--- config.mk ---
export PLATFORM = sky130hd
export DESIGN_NAME = clock_set_controller_flat
export DESIGN_NICKNAME = d
export VERILOG_FILES = /design/src/rtl/clock_set_controller_if.sv /design/src/rtl/clock_set_controller.sv /design/src/flat_wrapper.sv
export SDC_FILE = /design/constraint.sdc
export NUM_CORES = 1
export LEC_CHECK = 0
export ABC_AREA = 1
export CORE_AREA = 2 2 132 95
export DETAILED_ROUTE_END_ITERATION = 8
export DIE_AREA = 0 0 134 97
export GPL_TIMING_DRIVEN = 0
export PLACE_DENSITY = 0.67
export SLEW_MARGIN = 10
export SYNTH_ARGS = -nofsm -noshare
export SYNTH_HDL_FRONTEND = slang
export SYNTH_SLANG_ARGS = --single-unit
--- constraint.sdc ---
create_clock -name i_clk -period 4.48 [get_ports i_clk]
set_input_delay 0.672 -clock i_clk [delete_from_list [all_inputs] [get_ports i_clk]]
set_output_delay 0.672 -clock i_clk [all_outputs]
set_load 0.005 [all_outputs]
--- src/rtl/clock_set_controller_if.sv ---
// clock_set_controller_if: button, live-time and load/display signals between the set controller and its peers
interface clock_set_controller_if;
  logic       mode;
  logic       increment;
  logic [7:0] cur_seconds;
  logic [7:0] cur_minutes;
  logic [7:0] cur_hours;
  logic       run_en;
  logic       load;
  logic [7:0] load_seconds;
  logic [7:0] load_minutes;
  logic [7:0] load_hours;
  logic [1:0] edit_field;
  modport master (
    output mode, increment, cur_seconds, cur_minutes, cur_hours,
    input  run_en, load, load_seconds, load_minutes, load_hours, edit_field
  );
  modport slave (
    input  mode, increment, cur_seconds, cur_minutes, cur_hours,
    output run_en, load, load_seconds, load_minutes, load_hours, edit_field
  );
endinterface

--- src/rtl/clock_set_controller.sv ---
// clock_set_controller: edit FSM that freezes the timekeeper, edits shadow time and loads it back
module clock_set_controller #(
  parameter int unsigned CLOCK_FREQ   = 50000000,
  parameter int unsigned REPEAT_DELAY = CLOCK_FREQ / 2,
  parameter int unsigned REPEAT_RATE  = CLOCK_FREQ / 8,
  parameter int unsigned EDIT_TIMEOUT = CLOCK_FREQ * 10
) (
  input logic                    i_clk,
  input logic                    i_rst_n,
  clock_set_controller_if.slave  bus
);
  localparam logic [2:0] RUN = 3'd0, SET_HR = 3'd1, SET_MIN = 3'd2, SET_SEC = 3'd3, COMMIT = 3'd4;
  logic [2:0]  r_state;
  logic        r_mode_prev, r_inc_prev;
  logic [31:0] r_hold, r_idle;
  logic [7:0]  r_sec, r_min, r_hr;
  logic        r_run_en, r_load;
  logic [1:0]  r_field;
  logic        w_mode_edge, w_inc_edge, w_editing, w_repeat, w_bump, w_timeout;
  logic [2:0]  w_next;
  always_comb begin
    w_mode_edge = bus.mode & ~r_mode_prev;
    w_inc_edge  = bus.increment & ~r_inc_prev;
    w_editing   = (r_state == SET_HR) | (r_state == SET_MIN) | (r_state == SET_SEC);
    w_repeat    = w_editing & bus.increment & ~w_inc_edge & (r_hold == REPEAT_DELAY);
    w_bump      = w_editing & ~w_mode_edge & (w_inc_edge | w_repeat);
    w_timeout   = w_editing & ~w_mode_edge & ~w_bump & (r_idle == EDIT_TIMEOUT - 1);
    w_next      = (r_state == RUN)    ? (w_mode_edge ? SET_HR : RUN) :
                  (r_state == COMMIT) ? RUN :
                  w_mode_edge         ? ((r_state == SET_SEC) ? COMMIT : r_state + 3'd1) :
                  w_timeout           ? RUN : r_state;
  end
  always_ff @(posedge i_clk) begin
    if (!i_rst_n) begin
      r_state     <= RUN;
      r_mode_prev <= 1'b1;
      r_inc_prev  <= 1'b1;
      r_hold      <= '0;
      r_idle      <= '0;
      r_sec       <= '0;
      r_min       <= '0;
      r_hr        <= '0;
      r_run_en    <= 1'b1;
      r_load      <= 1'b0;
      r_field     <= 2'd0;
    end else begin
      r_state     <= w_next;
      r_mode_prev <= bus.mode;
      r_inc_prev  <= bus.increment;
      r_run_en    <= (w_next == RUN);
      r_load      <= (w_next == COMMIT);
      r_field     <= (w_next == SET_HR) ? 2'd1 : (w_next == SET_MIN) ? 2'd2 : (w_next == SET_SEC) ? 2'd3 : 2'd0;
      // hold counter only runs after a real edge, so a press carried in from RUN never repeats
      if (!w_editing || w_mode_edge || !bus.increment) r_hold <= '0;
      else if (w_inc_edge) r_hold <= 32'd1;
      else if (w_repeat) r_hold <= REPEAT_DELAY - REPEAT_RATE + 1;
      else if (r_hold != '0) r_hold <= r_hold + 32'd1;
      r_idle <= (!w_editing || w_mode_edge || w_bump) ? '0 : r_idle + 32'd1;
      if (r_state == RUN && w_mode_edge) begin
        r_sec <= bus.cur_seconds;
        r_min <= bus.cur_minutes;
        r_hr  <= bus.cur_hours;
      end else if (w_bump) begin
        if (r_state == SET_HR)  r_hr  <= (r_hr  >= 8'd23) ? 8'd0 : r_hr  + 8'd1;
        if (r_state == SET_MIN) r_min <= (r_min >= 8'd59) ? 8'd0 : r_min + 8'd1;
        if (r_state == SET_SEC) r_sec <= (r_sec >= 8'd59) ? 8'd0 : r_sec + 8'd1;
      end
    end
  end
  assign bus.run_en       = r_run_en;
  assign bus.load         = r_load;
  assign bus.load_seconds = r_sec;
  assign bus.load_minutes = r_min;
  assign bus.load_hours   = r_hr;
  assign bus.edit_field   = r_field;
endmodule

--- src/flat_wrapper.sv ---
// flat-port wrapper written by rule: the top's interface ports become plain ports
module clock_set_controller_flat 
#(
  parameter int unsigned CLOCK_FREQ   = 50000000,
  parameter int unsigned REPEAT_DELAY = CLOCK_FREQ / 2,
  parameter int unsigned REPEAT_RATE  = CLOCK_FREQ / 8,
  parameter int unsigned EDIT_TIMEOUT = CLOCK_FREQ * 10
)
  (i_clk, i_rst_n, bus_mode, bus_increment, bus_cur_seconds, bus_cur_minutes, bus_cur_hours, bus_run_en, bus_load, bus_load_seconds, bus_load_minutes, bus_load_hours, bus_edit_field);
  clock_set_controller_if bus_i ();
  input logic i_clk;
  input logic i_rst_n;
  input wire logic [$bits(bus_i.mode)-1:0] bus_mode;
  input wire logic [$bits(bus_i.increment)-1:0] bus_increment;
  input wire logic [$bits(bus_i.cur_seconds)-1:0] bus_cur_seconds;
  input wire logic [$bits(bus_i.cur_minutes)-1:0] bus_cur_minutes;
  input wire logic [$bits(bus_i.cur_hours)-1:0] bus_cur_hours;
  output wire logic [$bits(bus_i.run_en)-1:0] bus_run_en;
  output wire logic [$bits(bus_i.load)-1:0] bus_load;
  output wire logic [$bits(bus_i.load_seconds)-1:0] bus_load_seconds;
  output wire logic [$bits(bus_i.load_minutes)-1:0] bus_load_minutes;
  output wire logic [$bits(bus_i.load_hours)-1:0] bus_load_hours;
  output wire logic [$bits(bus_i.edit_field)-1:0] bus_edit_field;
  assign bus_i.mode = bus_mode;
  assign bus_i.increment = bus_increment;
  assign bus_i.cur_seconds = bus_cur_seconds;
  assign bus_i.cur_minutes = bus_cur_minutes;
  assign bus_i.cur_hours = bus_cur_hours;
  assign bus_run_en = bus_i.run_en;
  assign bus_load = bus_i.load;
  assign bus_load_seconds = bus_i.load_seconds;
  assign bus_load_minutes = bus_i.load_minutes;
  assign bus_load_hours = bus_i.load_hours;
  assign bus_edit_field = bus_i.edit_field;
  clock_set_controller #(.CLOCK_FREQ(CLOCK_FREQ), .REPEAT_DELAY(REPEAT_DELAY), .REPEAT_RATE(REPEAT_RATE), .EDIT_TIMEOUT(EDIT_TIMEOUT)) u_core (.i_clk(i_clk), .i_rst_n(i_rst_n), .bus(bus_i));
endmodule
# Word level (Yosys, flattened, before mapping)
# Cells that the tools add are included.
# classes
addsub,6
n_lt_le_gt_ge,3
n_eq_ne,10
muxes,24
bitwise_logic,18
reduce_logical,23
# op_table
operator,count
$mux 8,12
$add 32x1->32 const B,2
$mux 25,2
$eq 32x25->1 const B,1
$eq 32x29->1 const B,1
$reduce_bool 32->1,1
$add 8x1->8 const B,3
$ge 8x6->1 const B,2
$mux 3,5
$eq 3x2->1 const B,4
$reduce_bool 2->1,5
$and 1x1->1,9
$ge 8x5->1 const B,1
$eq 3x1->1 const B,2
$eq 3x3->1 const B,2
$logic_not 3->1,2
$not 1->1,6
$reduce_and 2->1,3
$reduce_or 2->1,3
$mux 2,2
$reduce_or 4->1,1
$add 3x1->3 const B,1
$logic_or 1x1->1,3
$mux 1,3
other kinds (5),8
# word_totals
reg_bits,97
input_bits,28
elab_cells,98

# Logic depth before layout (Yosys ltp)
# logic_depth
word_depth,19
ltp_mapped,14

# Least setup slack after synthesis
# Ideal clock, no wire load.
# synth_path
kind,input-to-reg
startpoint,input port bus_increment
endpoint,register u_core.r_sec[2] (netlist: u_core.bus.load_seconds[2])
setup_time_ps,132
t_arrival_ps,1691
t_required_ps,4348
setup_slack_ps,2657
path_stages,10
path_cell_list,nand2_1 -> nand3_1 -> nor2_2 -> nand3_4 -> nand2_4 -> nand3_1 -> nand2_2 -> inv_2 -> nand2_1 -> a21oi_1
# synth_between
elab_chain_len,8
word_cells_on_any_way,9
classes_between,bitwise (7); reduce/logical (2)
# synth_lines
item,line,text
start: declaration,flat_wrapper.sv:14,input wire logic [$bits(bus_i.increment)-1:0] bus_increment;
$and 1x1->1,clock_set_controller.sv:23,w_inc_edge = bus.increment & ~r_inc_prev;
$not 1->1,clock_set_controller.sv:25,w_repeat = w_editing & bus.increment & ~w_inc_edge & (r_hold == REPEAT_DELAY);
$and 1x1->1 (2 in series),clock_set_controller.sv:25,
$or 1x1->1 *,clock_set_controller.sv:26,w_bump = w_editing & ~w_mode_edge & (w_inc_edge | w_repeat);
$and 1x1->1 *,clock_set_controller.sv:26,
$reduce_bool 2->1 (no line) *,--,
$reduce_and 2->1 (no line) *,--,
end signal: assignment,clock_set_controller.sv:60,r_sec <= bus.cur_seconds;
end signal: assignment,clock_set_controller.sv:66,if (r_state == SET_SEC) r_sec <= (r_sec >= 8'd59) ? 8'd0 : r_sec + 8'd1;
end: declaration,clock_set_controller.sv:16,"logic [7:0] r_sec, r_min, r_hr;"
# Mark *: on every way between the ends. The rest lies on a longest branch, timed or not.
# A chain may end at the register's enable or synchronous reset.

# Worst setup path in the final report
# layout_path
startpoint,input port bus_increment
endpoint,register u_core.r_hr[2] (netlist: u_core.bus.load_hours[2])
# layout_between
elab_chain_len,8
word_cells_on_any_way,9
classes_between,bitwise (7); reduce/logical (2)
# layout_lines
item,line,text
$and 1x1->1,clock_set_controller.sv:23,
$not 1->1,clock_set_controller.sv:25,
$and 1x1->1 (2 in series),clock_set_controller.sv:25,
$or 1x1->1 *,clock_set_controller.sv:26,
$and 1x1->1 *,clock_set_controller.sv:26,
$reduce_bool 2->1 (no line) *,--,
$reduce_and 2->1 (no line) *,--,
end signal: assignment,clock_set_controller.sv:62,r_hr <= bus.cur_hours;
end signal: assignment,clock_set_controller.sv:64,if (r_state == SET_HR) r_hr <= (r_hr >= 8'd23) ? 8'd0 : r_hr + 8'd1;
end: declaration,clock_set_controller.sv:16,
# Marks and branches as above.

==> flow_summary.json <==
{
  "numCtsBuffers": 9,
  "diodes": 0,
  "core_area_mm2": 0.0116,
  "dr.pass1.iters": 6,
  "clkTransAtPathRegs_ns": 0.07,
  "fin_crit_sh_pct": 50.8,
  "antenna_left": 0,
  "setup-violations-final": 0,
  "seq_area_mm2": 0.00194,
  "ctsResizeCount": 0,
  "hold_class": "reg2reg",
  "critical_path.max_fanout": 9,
  "r2r-end": "u_core.bus.load_hours[2]",
  "wire_per_inst_um": 13.6,
  "fp-row-count": 33,
  "yosysWarnings": 0,
  "p_leak_uw": 0.00237,
  "grt_max_degree": 16,
  "critPathLaunchType": "input pin",
  "place.gp.congestion": 0.901,
  "dp_hpwl_um": 10700,
  "routed_wl_um": 13800,
  "syn_area_mm2": 0.00540,
  "fin_tns_setup_ns": 0,
  "outcome": "complete, no violations",
  "ys_ff_latch": 97,
  "endpoint": "u_core.bus.load_hours[2]",
  "via_count": 5258,
  "period_needed_ns": 2.27,
  "avgViaCountPerCell": 5.17,
  "cts_setup_buffers": 0,
  "clock.fmax_ghz": 0.440,
  "grt_pass1_wl_um": 23600,
  "area.growth.synth_to_final_pct": 19.3,
  "netlist_instances": 790,
  "rsz0062_at_grt": "no",
  "worstSetupPathType": "in2reg",
  "io_pins": 56,
  "clock_skew_ns": 0.00691,
  "synth_cell_types": 39,
  "initial_core_util_pct": 46.5,
  "max-cap-violations": 0,
  "hold_viol_final": 0,
  "drc": 0,
  "chipWidth_um": 134,
  "port_buffers": 55,
  "finalNetCount": 895,
  "final_util_pct": 55.5,
  "drt-initial-drc-count": 346,
  "synth_edf_count": 0,
  "die_y_um": 97,
  "antenna_found_initial": 0,
  "crit_required_ns": 4.68,
  "r2r_slack_ns": 2.34,
  "clock_latency_ns": 0.34,
  "grt.overflow.total": 0,
  "multiInputGateArea_mm2": 0.00298,
  "cts_hold_buffers": 0,
  "grt_pass1_vias": 4935,
  "synth_nets": 829,
  "powerDensity_mw_per_mm2": 273,
  "arrival_ns": 2.48,
  "worstMarginPinSlew_ns": 0.640,
  "cts.sinks": 97,
  "drv_slew": 0,
  "reg2regPathDepth": 13,
  "root_buffer": "clkbuf_16",
  "syn_area_per_cell_um2": 6.84,
  "grt_util_all_layers_pct": 22.0,
  "dieArea_mm2": 0.0130,
  "cts_max_level": 3,
  "async_reset_ff_share_pct": 0,
  "vdd_drop_max_v": 0.000170,
  "cts_tree": "built",
  "crit_start": "bus_increment",
  "reg2reg_from": "u_core.r_state[0]",
  "layout-drive-gt1-share_pct": 9.77,
  "nFillCells": 1130,
  "max_slew_margin_pct": 57.0,
  "ys_seq_area_share_pct": 36.0,
  "synthFlopType": "dfxtp_1",
  "max-clock-path-buffers": 2,
  "endpoint_kind": "flop"
}
[registers in the layout (all words and copies together) (netlist names)]
name and flops:
u_core.bus.edit_field 2, u_core.bus.load 1, u_core.bus.load_seconds 8, u_core.r_idle 32
u_core.r_hold 32, u_core.bus.load_minutes 8, u_core.bus.run_en 1, u_core.r_mode_prev 1
u_core.bus.load_hours 8, u_core.r_inc_prev 1, u_core.r_state 3
[cell usage in the layout (no fill, tap or decap), types with 3 or more instances in the layout]
cell type        netlist  routed
nand4_1               27      27
inv_1                 99      99
a31oi_1                3       3
nor3_2                 4       4
nor2_4                 5       5
nor3b_1                9       9
clkdlybuf4s50_1        0      55
inv_2                  7       7
buf_2                 11      11
o21ai_0                8       8
clkbuf_16              0       9
or2_2                  6       6
nand3_1               30      30
nand2_1              169     169
o21ai_1                6       6
nand2_2               13      13
nor4_1                12      12
a21oi_1               59      59
xnor2_1                6       6
clkbuf_1               3       3
nor2_1               111     111
nor3_1                37      37
xor2_1                21      21
dfxtp_1               97      97
nor2_2                11      11
ha_1                  11      11
o2bb2ai_1              7       7
[worst min-delay path by stage]
stage                            startpoint                end  slack [ns]  depth (start not counted)
after floorplan            u_core.r_idle[0]   u_core.r_idle[0]        0.42                          1
after global placement     u_core.r_idle[0]   u_core.r_idle[0]        0.43                          1
after detailed placement  u_core.r_hold[30]  u_core.r_hold[30]        0.44                          1
after CTS                 u_core.r_hold[30]  u_core.r_hold[30]        0.45                          1
after global routing       u_core.r_idle[0]   u_core.r_idle[0]        0.49                          1
final                     u_core.r_hold[30]  u_core.r_hold[30]        0.45                          1
[stage by stage]
step	power, uW	setup slack, ns	area (um2)	std cells	hold slack, ns
floorplan	939	2.66	5400	790	0.418
global placement	989	1.85	6150	1002	0.430
detailed placement	991	1.81	6150	1002	0.444
CTS	1770	2.17	6440	1017	0.453
global route	1820	1.95	6440	1017	0.492
finish	1760	2.21	6440	1017	0.450
[final cells by class]
class | instances | share of cell area [%]
multi-input combinational | 572 | 46.3
sequential | 97 | 30.1
timing repair buffer | 55 | 8.55
inverter | 106 | 6.18
clock buffer | 10 | 3.71
tap | 157 | 3.05
buffer | 15 | 1.20
clock inverter | 5 | 0.874
[cells in the mapped netlist, types with 11 or more instances]
| cell type | n | area share (%) |
|---|---|---|
| nand3_1 | 30 | 2.8 |
| buf_2 | 11 | 1.0 |
| inv_1 | 99 | 6.9 |
| nor2_2 | 11 | 1.3 |
| nor3_1 | 37 | 3.4 |
| nor4_1 | 12 | 1.4 |
| xor2_1 | 21 | 3.4 |
| nor2_1 | 111 | 7.7 |
| dfxtp_1 | 97 | 36 |
| nand4_1 | 27 | 3.1 |
| a21oi_1 | 59 | 5.5 |
| nand2_1 | 169 | 12 |
| nand2_2 | 13 | 1.5 |
| ha_1 | 11 | 2.5 |
[kinds of logic (layout without fill, tap and decap cells)]
family                   count (synthesis)  in the layout  synth area share, %
buffers and inverters                  121            191                 8.80
AO/OA/AOI/OAI                           89             89                 9.13
adder cells (fa/ha/maj)                 11             11                 2.55
flip-flops                              97             97                 36.0
AND/OR/NAND/NOR                        445            445                 39.2
XOR/XNOR                                27             27                 4.38
[power breakdown]
part	internal (uW)	leakage [uW]	total, uW	switching [uW]
registers	870	0.000783	878	8.29
clock network	444	0.000144	786	342
logic	48.7	0.00144	93.1	44.4
[worst max-delay path: stages]
cell             delay, ns
clkdlybuf4s50_1       0.47
nand2_1               0.26
nand3_1               0.13
nor2_2                0.14
nand3_4               0.16
nand2_4               0.12
nand3_1               0.13
nand2_2               0.16
inv_2                 0.10
nand2_1               0.07
a21oi_1               0.07
[layer usage]
layer / track usage [%] / share of wire [%]
met5: 0 / 0
met4: 5.48 / 1.0
met3: 3.93 / 4.4
met2: 33.3 / 44
met1: 32.2 / 51
(Power assumes the default switching activity.)
==> RTL edit, RTL diff (config.mk and constraints unchanged) <==
Reset style: asynchronous (`i_rst_n`), changed in one clocked block.
--- a/src/rtl/clock_set_controller.sv
+++ b/src/rtl/clock_set_controller.sv
@@ -30,7 +30,7 @@
                   w_mode_edge         ? ((r_state == SET_SEC) ? COMMIT : r_state + 3'd1) :
                   w_timeout           ? RUN : r_state;
   end
-  always_ff @(posedge i_clk) begin
+  always_ff @(posedge i_clk or negedge i_rst_n) begin
     if (!i_rst_n) begin
       r_state     <= RUN;
       r_mode_prev <= 1'b1;
Formal check against the unedited RTL: differs if i_rst_n is asserted again (counterexample within 4 cycles, from zero or initial values and one cycle with i_rst_n low); with i_rst_n held inactive, the same outputs for 10 cycles.
==> RTL edit against the original RTL <==
- setup slack worse by 200 ps
- area after synthesis up 6.2%
- fmax decreased by 8.0%
- sequential cell count did not move
- routed wire length grew 12%
- final area grew 5.5%
- critical path type is now flip-flop to flip-flop
- critical endpoint is now u_core.r_idle[13]
- largest cell class unchanged
Power is not compared: it rests on default switching activity, and its combinational part moved more than twofold at a synthesized area within 25%.
==> RTL edit: results (changes against the original RTL) <==
Crit-path max FO: 10 (was 9)
Total detailed-routing wirelength: 15,400 um (was 13,800 um)
Status: completed (unchanged)
WP data arrival: 2740 ps (was 2480 ps)
Synth top cells by count: 177 x nand2_1, 116 x nor2_1, 94 x dfrtp_1 (was 169 x nand2_1, 111 x nor2_1, 99 x inv_1)
XOR/XNOR Fraction of Synth Area: 0.0428 (was 0.0438)
Synth Area in Compound Gates: 0.0856 (was 0.0913)
Largest net degree at the start of global routing: 64 (was 16)
Placed insts: 985 (was 1,002)
Synth top area cells: dfrtp_1 41%, nand2_1 12%, nor2_1 7.6% (was dfxtp_1 36%, nand2_1 12%, nor2_1 7.7%)
Post-route setup slack: 2010 ps (was 2210 ps)
Mean Syn Cell Area: 7.43 um2 (was 6.84 um2)
Syn Nets: 811 (was 829)
Crit Path Category: flip-flop to flip-flop (was input port to flip-flop)
Vias in the first global route: 5,036 (was 4,935)
Post-synthesis async set-or-reset flop share: 1.00 (was 0)
Gpl congestion: 0.937 (was 0.901)
Pre-Repair DR Iteration Count: 5 (was 6)
Adder-Cell Fraction of Synth Area: 0.0240 (was 0.0255)
Via Count: 5,402 (was 5,258)
Dpl hpwl: 11,800 um (was 10,700 um)
Post-route insts no fill: 1,001 (was 1,017)
Worst R2R Path Depth: 12 (was 13)
Share of layout cells above drive strength 1: 0.0723 (was 0.0977)
Synth unique cells: 43 (was 39)
Critical R2R Capture: u_core.r_idle[13] (was u_core.bus.load_hours[2])
DR iter-0 viols: 531 (was 346)
GR Util All Layers: 0.247 (was 0.220)
Clock skew: 11.5 ps (was 6.91 ps)
==> RTL edit: changes by cell type in the layout (fill, tap and decap cells not counted), moves of 7 or more <==
cell,change
dfxtp_1,-97
dfrtp_1,+94
a21oi_1,-25
o21ai_0,+25
nand3_1,+12
inv_1,-9
nand2_1,+8
nand2_2,-8
nand4_1,-8
nor3_1,+8
buf_2,-7
==> RTL edit: logic make-up after synthesis <==
kind of cell | Yosys count
DFF | 97
xor gates and xnor gates | 28
and+or+nand+nor | 445
AOI/OAI and AO/OA | 87
buffers and inverters | 104
adders and majority gates | 11
==> RTL edit: layout make-up <==
cell class | count | area share
clock buffer | 12 | 0.0348
sequential | 97 | 0.358
timing repair buffer | 56 | 0.0847
tap | 157 | 0.0289
buffer | 8 | 0.00700
clock inverter | 4 | 0.00792
multi-input combinational | 571 | 0.426
inverter | 96 | 0.0530
==> RTL edit: how the worst min path moves through the flow <==
stage / from / endpoint / slack [ps] / cells after the start
after floorplan: i_rst_n / u_core.bus.edit_field[0] / 380 / 0
after global placement: u_core.r_idle[0] / u_core.r_idle[0] / 470 / 1
after detailed placement: u_core.r_idle[0] / u_core.r_idle[0] / 490 / 1
after CTS: i_rst_n / u_core.bus.edit_field[1] / 290 / 1
after global routing: i_rst_n / u_core.r_state[2] / 310 / 1
final: i_rst_n / u_core.bus.edit_field[1] / 270 / 1
==> RTL edit: where the power goes <==
part           switching [mW]  internal (mW)  total (mW)
sequential             0.0545          0.923       0.978
clock                   0.345          0.436       0.781
combinational           0.145          0.153       0.298
==> RTL edit: metal layers <==
metal / GRT usage / wire, um
met1: 0.401 / 7860
met2: 0.336 / 6030
met3: 0.0430 / 1340
met4: 0.0573 / 192
met5: 0 / 0
==> RTL edit: worst max-delay path: stages, from the launching register on <==
cell	delay (ps)
dfrtp_1	420
ha_1	220
ha_1	230
inv_1	90
nand2_1	60
nor2_2	180
nor2_1	110
nand3_4	140
nand2_4	70
nor2_2	270
buf_2	320
o21ai_0	130
a21oi_1	140
==> RTL edit: through the flow <==
step                hold WS [ps]  cell area (um2)
floorplan                    376             5730
global placement             469             6480
detailed placement           486             6500
CTS                          291             6800
global route                 306             6800
finish                       271             6800
